--- config.mk ---
export PLATFORM = sky130hd
export DESIGN_NAME = qracc_bus_dma
export DESIGN_NICKNAME = d
export VERILOG_FILES = /design/src/rtl/qracc_bus_dma.sv
export SDC_FILE = /design/constraint.sdc
export NUM_CORES = 1
export LEC_CHECK = 0
export ABC_AREA = 1
export BUFFER_PORTS_ARGS = -buffer_cell sky130_fd_sc_hd__buf_2
export CAP_MARGIN = 5
export CORE_MARGIN = 3
export CORE_UTILIZATION = 50
export DETAILED_ROUTE_END_ITERATION = 8
export PLACE_DENSITY = 0.73
export SETUP_SLACK_MARGIN = 0.05
export SYNTH_ARGS = -nofsm -noshare
export SYNTH_HDL_FRONTEND = slang
export SYNTH_SLANG_ARGS = --single-unit
--- constraint.sdc ---
create_clock -name clk -period 7.8 [get_ports clk]
set_clock_uncertainty 0.15 [all_clocks]
set_input_delay 2.34 -clock clk [delete_from_list [all_inputs] [get_ports clk]]
set_output_delay 2.34 -clock clk [all_outputs]
set_load 0.03 [all_outputs]
--- src/rtl/qracc_bus_dma.sv ---
// qracc_bus_dma: credit-limited bus-master DMA between system memory and the accelerator bus.
// Define QRACC_DMA_CHECKSUM_EN to add checksum_o, the running sum of words popped per transfer.
module qracc_bus_dma #(
    parameter int dataWidth  = 32,
    parameter int addrWidth  = 32,
    parameter int lenWidth   = 16,
    parameter int fifoDepth  = 4,
    parameter int addrStride = 4
) (
    input  logic                 clk,
    input  logic                 nrst,
    input  logic                 start_i,
    input  logic                 dir_i,
    input  logic [addrWidth-1:0] src_addr_i,
    input  logic [addrWidth-1:0] dst_addr_i,
    input  logic [lenWidth-1:0]  len_i,
    input  logic                 abort_i,
    output logic                 busy_o,
    output logic                 done_o,
    output logic                 aborted_o,
    output logic                 mem_rd_req_o,
    output logic [addrWidth-1:0] mem_rd_addr_o,
    input  logic                 mem_rd_gnt_i,
    input  logic                 mem_rd_valid_i,
    input  logic [dataWidth-1:0] mem_rd_data_i,
    output logic                 mem_wr_en_o,
    output logic [addrWidth-1:0] mem_wr_addr_o,
    output logic [dataWidth-1:0] mem_wr_data_o,
    input  logic                 mem_wr_ready_i,
    output logic [addrWidth-1:0] bus_addr_o,
    output logic                 bus_wr_en_o,
    output logic                 bus_rd_en_o,
    output logic [dataWidth-1:0] bus_data_o,
    input  logic [dataWidth-1:0] bus_data_i,
    input  logic                 bus_rd_valid_i,
`ifdef QRACC_DMA_CHECKSUM_EN
    output logic [dataWidth-1:0] checksum_o,
`endif
    input  logic                 bus_stall_i
);

    localparam int PW = $clog2(fifoDepth);
    localparam logic [PW:0] DEPTH = (PW+1)'(fifoDepth);
    localparam logic [addrWidth-1:0] STRIDE = addrWidth'(addrStride);

    typedef enum logic [1:0] {IDLE, XFER, DRAIN, DONE} state_t;

    state_t state_q, state_d;
    logic                 dir_q, aborted_q;
    logic [addrWidth-1:0] src_q, dst_q;
    logic [lenWidth-1:0]  len_q, req_cnt_q, wr_cnt_q;
    logic [PW:0]          inflight_q, wptr_q, rptr_q, count;
    logic [dataWidth-1:0] fifo_q [fifoDepth];
    logic [dataWidth-1:0] head, rsp_data;
    logic busy, kill, accept, credit, issue;
    logic fire, rsp, rsp_dec, push, pop, empty;

    assign busy   = (state_q == XFER) || (state_q == DRAIN);
    assign kill   = busy && abort_i;
    assign accept = (state_q == IDLE) && start_i && (inflight_q == '0);
    assign count  = wptr_q - rptr_q;
    assign empty  = (count == '0);
    assign head   = fifo_q[rptr_q[PW-1:0]];

    // Outstanding requests plus buffered words bound FIFO occupancy.
    assign credit = (inflight_q + count) < DEPTH;
    assign issue  = (state_q == XFER) && credit && !abort_i
                    && (req_cnt_q != len_q);

    assign mem_rd_req_o = issue && !dir_q;
    assign bus_rd_en_o  = issue && dir_q && !bus_stall_i;
    assign fire = (mem_rd_req_o && mem_rd_gnt_i) || bus_rd_en_o;

    assign rsp      = dir_q ? bus_rd_valid_i : mem_rd_valid_i;
    assign rsp_data = dir_q ? bus_data_i : mem_rd_data_i;
    assign rsp_dec  = rsp && (inflight_q != '0);
    assign push     = rsp && busy && !abort_i;

    assign bus_wr_en_o = busy && !dir_q && !empty && !bus_stall_i && !abort_i;
    assign mem_wr_en_o = busy && dir_q && !empty && !abort_i;
    assign pop = bus_wr_en_o || (mem_wr_en_o && mem_wr_ready_i);

    assign mem_rd_addr_o = mem_rd_req_o ? src_q : '0;
    assign mem_wr_addr_o = mem_wr_en_o ? dst_q : '0;
    assign mem_wr_data_o = mem_wr_en_o ? head : '0;
    assign bus_data_o    = bus_wr_en_o ? head : '0;
    assign bus_addr_o    = bus_wr_en_o ? dst_q :
                           bus_rd_en_o ? src_q : '0;

    assign busy_o    = busy;
    assign done_o    = (state_q == DONE);
    assign aborted_o = aborted_q;

    always_comb begin
        state_d = state_q;
        unique case (state_q)
            IDLE: if (accept) state_d = (len_i == '0) ? DONE : XFER;
            XFER: begin
                if (kill)
                    state_d = IDLE;
                else if (fire && (lenWidth'(req_cnt_q + 1'b1) == len_q))
                    state_d = DRAIN;
            end
            DRAIN: begin
                if (kill)
                    state_d = IDLE;
                else if ((wr_cnt_q == len_q) && empty)
                    state_d = DONE;
            end
            DONE: state_d = IDLE;
        endcase
    end

    always_ff @(posedge clk or negedge nrst) begin
        if (!nrst) begin
            state_q    <= IDLE;
            dir_q      <= 1'b0;
            src_q      <= '0;
            dst_q      <= '0;
            len_q      <= '0;
            req_cnt_q  <= '0;
            wr_cnt_q   <= '0;
            aborted_q  <= 1'b0;
            inflight_q <= '0;
            wptr_q     <= '0;
            rptr_q     <= '0;
        end else begin
            state_q <= state_d;
            if (accept) begin
                dir_q     <= dir_i;
                src_q     <= src_addr_i;
                dst_q     <= dst_addr_i;
                len_q     <= len_i;
                req_cnt_q <= '0;
                wr_cnt_q  <= '0;
                aborted_q <= 1'b0;
            end else begin
                if (fire) begin
                    req_cnt_q <= req_cnt_q + 1'b1;
                    src_q     <= src_q + STRIDE;
                end
                if (pop) begin
                    wr_cnt_q <= wr_cnt_q + 1'b1;
                    dst_q    <= dst_q + STRIDE;
                end
            end
            if (kill) aborted_q <= 1'b1;
            if (fire && !rsp_dec)
                inflight_q <= inflight_q + 1'b1;
            else if (!fire && rsp_dec)
                inflight_q <= inflight_q - 1'b1;
            // Abort flushes the FIFO; late responses only retire credit.
            if (kill) begin
                rptr_q <= wptr_q;
            end else begin
                if (push) wptr_q <= wptr_q + 1'b1;
                if (pop)  rptr_q <= rptr_q + 1'b1;
            end
        end
    end

    always_ff @(posedge clk or negedge nrst) begin
        if (!nrst) begin
            for (int i = 0; i < fifoDepth; i++) fifo_q[i] <= '0;
        end else if (push) begin
            fifo_q[wptr_q[PW-1:0]] <= rsp_data;
        end
    end

`ifdef QRACC_DMA_CHECKSUM_EN
    logic [dataWidth-1:0] sum_q;

    always_ff @(posedge clk or negedge nrst) begin
        if (!nrst)
            sum_q <= '0;
        else if (accept)
            sum_q <= '0;
        else if (pop)
            sum_q <= sum_q + head;
    end

    assign checksum_o = sum_q;
`endif

endmodule

* Word-level counts from Yosys, hierarchy flattened
Cells that the tools add are included.
** Storage, ports and cells
- Bits in registers :: 253
- Bits in latches :: 0
- Memory bits (writable) :: 0
- Memory bits (read-only) :: 0
- Input bits :: 154
- Logic and storage cells :: 123
- Memories :: 0
** Cells by class
- Add/sub/neg operators :: 10
- Multiply operators :: 0
- Divide/modulo/power cells :: 0
- Order comparisons :: 4
- Equal/unequal tests :: 9
- Shift operators :: 0
- Muxes and demuxes :: 35
- Bitwise logic cells :: 3
- Reduce and logical (&&, ||, !) cells :: 47
** Operators by type and width (count)
- $mux W32 :: 14
- $bwmux W128 :: 1
- $add A32 B3 Y32 const B :: 2
- $bmux W32 S2 :: 1
- $demux W32 S2 :: 1
- $mux W16 :: 4
- $add A16 B1 Y16 const B :: 2
- $eq A16 B16 Y1 :: 2
- $logic_and A1 B1 Y1 :: 26
- $logic_not A16 Y1 :: 1
- $ne A16 B16 Y1 :: 1
- $mux W2 :: 6
- $mux W3 :: 4
- $reduce_bool A2 Y1 :: 5
- $add A3 B1 Y3 const B :: 3
- $pmux W2 S4 :: 1
- $ge A3 B3 Y1 const B :: 2
- $logic_not A1 Y1 :: 6
- $logic_not A3 Y1 :: 2
- $ne A3 B2 Y1 const B :: 2
- $not A2 Y3 :: 2
- $eq A2 B2 Y1 const B :: 2
- $add A3 B3 Y3 :: 1
- $logic_or A1 B1 Y1 :: 3
- other kinds (12) :: 14

* Depth between registers and ports, before layout
- Depth after elaboration :: 13
- Depth in mapped cells :: 21
- Depth with buffers taken out :: 20

* Least setup slack after synthesis
No wires, ideal clock.
- Path kind :: input to output
- Start :: input port abort_i
- End :: output port bus_addr_o[8]
- Arrival time :: 3.685 ns
- Data required time :: 5.310 ns
- Slack :: 1.625 ns
- Stages :: 3
- Cell sequence :: nor2_1 > nand4_2 > o21ai_0
** Between the ends
- Cells in the longest elaborated chain, start to end :: 7
** RTL lines
- start: declaration :: line 17 : input logic abort_i,
- $logic_not A1 Y1 * :: line 67, 79
- $logic_and A1 B1 Y1 :: line 67 : assign issue = (state_q == XFER) && credit && !abort_i
- $logic_and A1 B1 Y1 :: line 68 : && (req_cnt_q != len_q);
- $logic_and A1 B1 Y1 (2 in series) :: line 71 : assign bus_rd_en_o = issue && dir_q && !bus_stall_i;
- $mux W32 :: line 88 : bus_rd_en_o ? src_q : '0;
- $mux W32 * :: line 87 : assign bus_addr_o = bus_wr_en_o ? dst_q :
- end: declaration :: line 30 : output logic [addrWidth-1:0] bus_addr_o,
Every way passes the cells marked *; elsewhere a longest branch is shown, timed or not.

* Worst setup path after layout
- Start :: input port abort_i
- End :: output port mem_wr_addr_o[31]
** Between the ends
- Cells in the longest elaborated chain, start to end :: 3
** RTL lines
- $logic_not A1 Y1 :: line 80 : assign mem_wr_en_o = busy && dir_q && !empty && !abort_i;
- $logic_and A1 B1 Y1 :: line 80
- $mux W32 :: line 84 : assign mem_wr_addr_o = mem_wr_en_o ? dst_q : '0;
- end: declaration :: line 27 : output logic [addrWidth-1:0] mem_wr_addr_o,
Every way passes these cells.

==> results.txt <==
Worst Tran Pin Value: 1.14 ns
CTS tree: built
Slew Viols, Final: 0
DRC Markers: 0
Sequential cell area fraction in the yosys report: 0.408
Hold Buf Count CTS: 0
Synth warnings: 0
Vias: 15,400
Sequential Power Share: 0.325
Buffers plus inverters on the worst setup path: 3
DP Worst Slack: 1.08 ns
CP Class: input pin to primary output
Number of endpoints failing setup at the final stage: 0
Syn Inst Count: 2,152
Combinational share of power: 0.480
Register bit total from synthesis: 253
Synth cell types: 43
Site Rows: 63
1st-iter DRT viols: 1,229
Synth Flop Type: dfrtp_1
Period minus WS final: 6.77 ns
Worst-case clock buffer depth: 3
Drt wl/cell: 16.2 um
Maximum clock rate: 0.148 GHz
CP cell instances: buf_2 -> nor2_1 -> nand3_2 -> buf_4 -> nor2_1 -> buf_2
Initial core utilization: 0.516
Worst hold path class: flop to flop
EDFF count, synth: 0
Dominant cell type by area after synthesis: dfrtp_1
Switch share: 0.463
Full die area: 0.0332 mm^2
Unrepaired setup endpoints after global routing: false
Die W: 182 um
Largest cells by area after synthesis: dfrtp_1 (41%), nand2_1 (14%), o21ai_0 (6.7%)
Final core occ: 0.609
Clock transition at path regs: 0.06 ns
Worst Path Max Fanout: 33
FF-to-FF Start: wptr_q[0]$_DFFE_PN0P_
FILL cells: 2,809
Ys async rst share: 1.00
DPL Wire Length: 32.4 mm
Arr. time, crit path: 4.28 ns
Status: complete, no violations
Final hold violations: 0
First-pass GRT wire length: 74.4 mm
Commonest cells post-synth: nand2_1 (564), inv_1 (255), dfrtp_1 (253)
Post-CTS Setup Bufs: 0
Psw: 3.32 mW
Crit path required time: 5.31 ns
Crit-path slowest cell: nand3_2
Post-route cell area: 0.0184 mm^2
TritonCTS buffer count: 29
Routed wire length: 46.0 mm
Mapped cell area: 0.0155 mm^2
Peak VDD IR: 0.228 mV
Total negative setup slack: 0 ns
Top-level I/O count: 321
Clock share of power: 0.195
Final period util: 0.868
Lkg Pwr: 9.45 nW
Crit path launch type: input pin
Vias in the first global route: 14,700
Maxcap violations: 0
Core Box Area: 0.0301 mm^2
Worst Setup SP: abort_i
Path depth of the worst reg2reg path: 18
CTS sink count: 253
TritonRoute pass-1 iters: 5
Synth top area share: 0.408
P_int: 3.85 mW
Pwr/cell area: 391 mW/mm^2
Initial antenna violation count: 4
Syn nets: 2,325
Cell family with most CP delay: simple AND/OR/NAND/NOR gates
Cells after DPL: 2,778
Congestion Overflow GR: 0
Cts repair resizes: 0
Area grow syn2layout: 18.2%
Port-buffer cells: 320
CTS root buf: clkbuf_16
Setup WS post-layout: 1.03 ns
Number of cells on the worst hold path: 2
Placer Congestion: 0.907
Die H: 182 um
Worst path depth: 6
Share of cells above drive strength 1: 0.200
Worst Hold Launch: aborted_o$_DFFE_PN0P_
Via-to-Cell Ratio: 5.43
Non-Filler Instances: 2,832
Crit. End Element: primary output
Synthesized area per cell: 7.21 um^2
Antenna-violating nets left: 0
Pin count of the biggest net entering global routing: 130
Top-count cell post-synth: nand2_1
GRT Total Usage: 0.269
Clock Latency Late Sink: 0.54 ns
Nets: 2,592
# H-tree levels: 1
Dpl cell area: 0.0174 mm^2
Slew headroom: 0.241
Slowest stage delay, CP: 0.74 ns
[cell type report]
cell class	count	area (um^2)	area share
Clock buffer	43	858	0.0468
Multi-Input combinational cell	1532	7780	0.424
Sequential cell	253	6330	0.345
Clock inverter	9	129	0.00702
Tap cell	390	488	0.0266
Timing Repair Buffer	339	1770	0.0963
Inverter	264	991	0.0540
Antenna cell	2	5.00	0.000273
[flip-flops by register name, summed over array words and instances, names as in the netlist]
signal	flops
wr_cnt_q	16
state_q	2
aborted_o	1
inflight_q	3
fifo_q	128
req_cnt_q	16
len_q	16
wptr_q	3
dir_q	1
dst_q	32
src_q	32
rptr_q	3
[cell families after synthesis]
| kind of cell | count (synthesis) | share of synthesized area |
|---|---|---|
| AOI/OAI and AO/OA | 395 | 0.136 |
| xor gates and xnor gates | 57 | 0.0322 |
| adders and majority gates | 19 | 0.0163 |
| buffers and inverters | 367 | 0.0924 |
| DFF | 253 | 0.408 |
| muxes | 64 | 0.0463 |
| and+or+nand+nor | 997 | 0.269 |
[power groups by stage]
stage | Combinational [mW] | Clock [mW] | Sequential (mW)
2_1_floorplan | 2.57 | 0 | 2.22
3_3_place_gp | 3.32 | 0 | 2.32
3_5_place_dp | 3.42 | 0 | 2.34
4_1_cts | 3.45 | 1.42 | 2.32
5_1_grt | 3.88 | 1.47 | 2.40
6_report | 3.45 | 1.40 | 2.33
[tightest hold or removal path: stages, from the launching register on]
cell and delay, ns:
dfrtp_1 0.34, nand2_1 0.05, nand2_1 0.05
[layer usage]
layer	track usage	vias up	part of all wire
li1	-	7487	-
met1	0.365	7232	0.43
met2	0.442	566	0.47
met3	0.0355	92	0.065
met4	0.0975	4	0.036
met5	0	-	0.00046
[stage by stage]
step                      hold slack (ns)  power (mW)
after CTS                           0.329        7.20
final                               0.323        7.18
after detailed placement            0.313        5.76
after global placement              0.309        5.64
after global routing                0.348        7.76
after floorplan                     0.325        4.79
[placed cells by master (no fill, tap or decap), drive strengths merged, types with 14 or more instances in the layout]
| cell type | netlist | routed |
|---|---|---|
| nor3 | 31 | 31 |
| nor2 | 236 | 236 |
| inv | 264 | 264 |
| o22ai | 34 | 34 |
| a21oi | 85 | 85 |
| xnor2 | 14 | 14 |
| nand2 | 570 | 570 |
| nand3 | 87 | 87 |
| xor2 | 43 | 43 |
| mux2 | 62 | 62 |
| buf | 38 | 339 |
| dfrtp | 253 | 253 |
| nor4 | 14 | 14 |
| clkbuf | 65 | 43 |
| o211ai | 15 | 15 |
| o21ai | 239 | 239 |
| nand4 | 44 | 44 |
| ha | 17 | 17 |
[worst paths after layout]
kind	end	slack, ns
setup reg to reg	wr_cnt_q[7]$_DFFE_PN0P_	3.12
max in group asynchronous	fifo_q[76]$_DFFE_PN0P_	4.60
hold reg to reg	aborted_o$_DFFE_PN0P_	0.32
min in group asynchronous	src_q[18]$_DFFE_PN0P_	1.67
setup / recovery	mem_wr_addr_o[31]	1.03
hold / removal	aborted_o$_DFFE_PN0P_	0.32
Note: power is estimated with default switching activity, not from simulation.
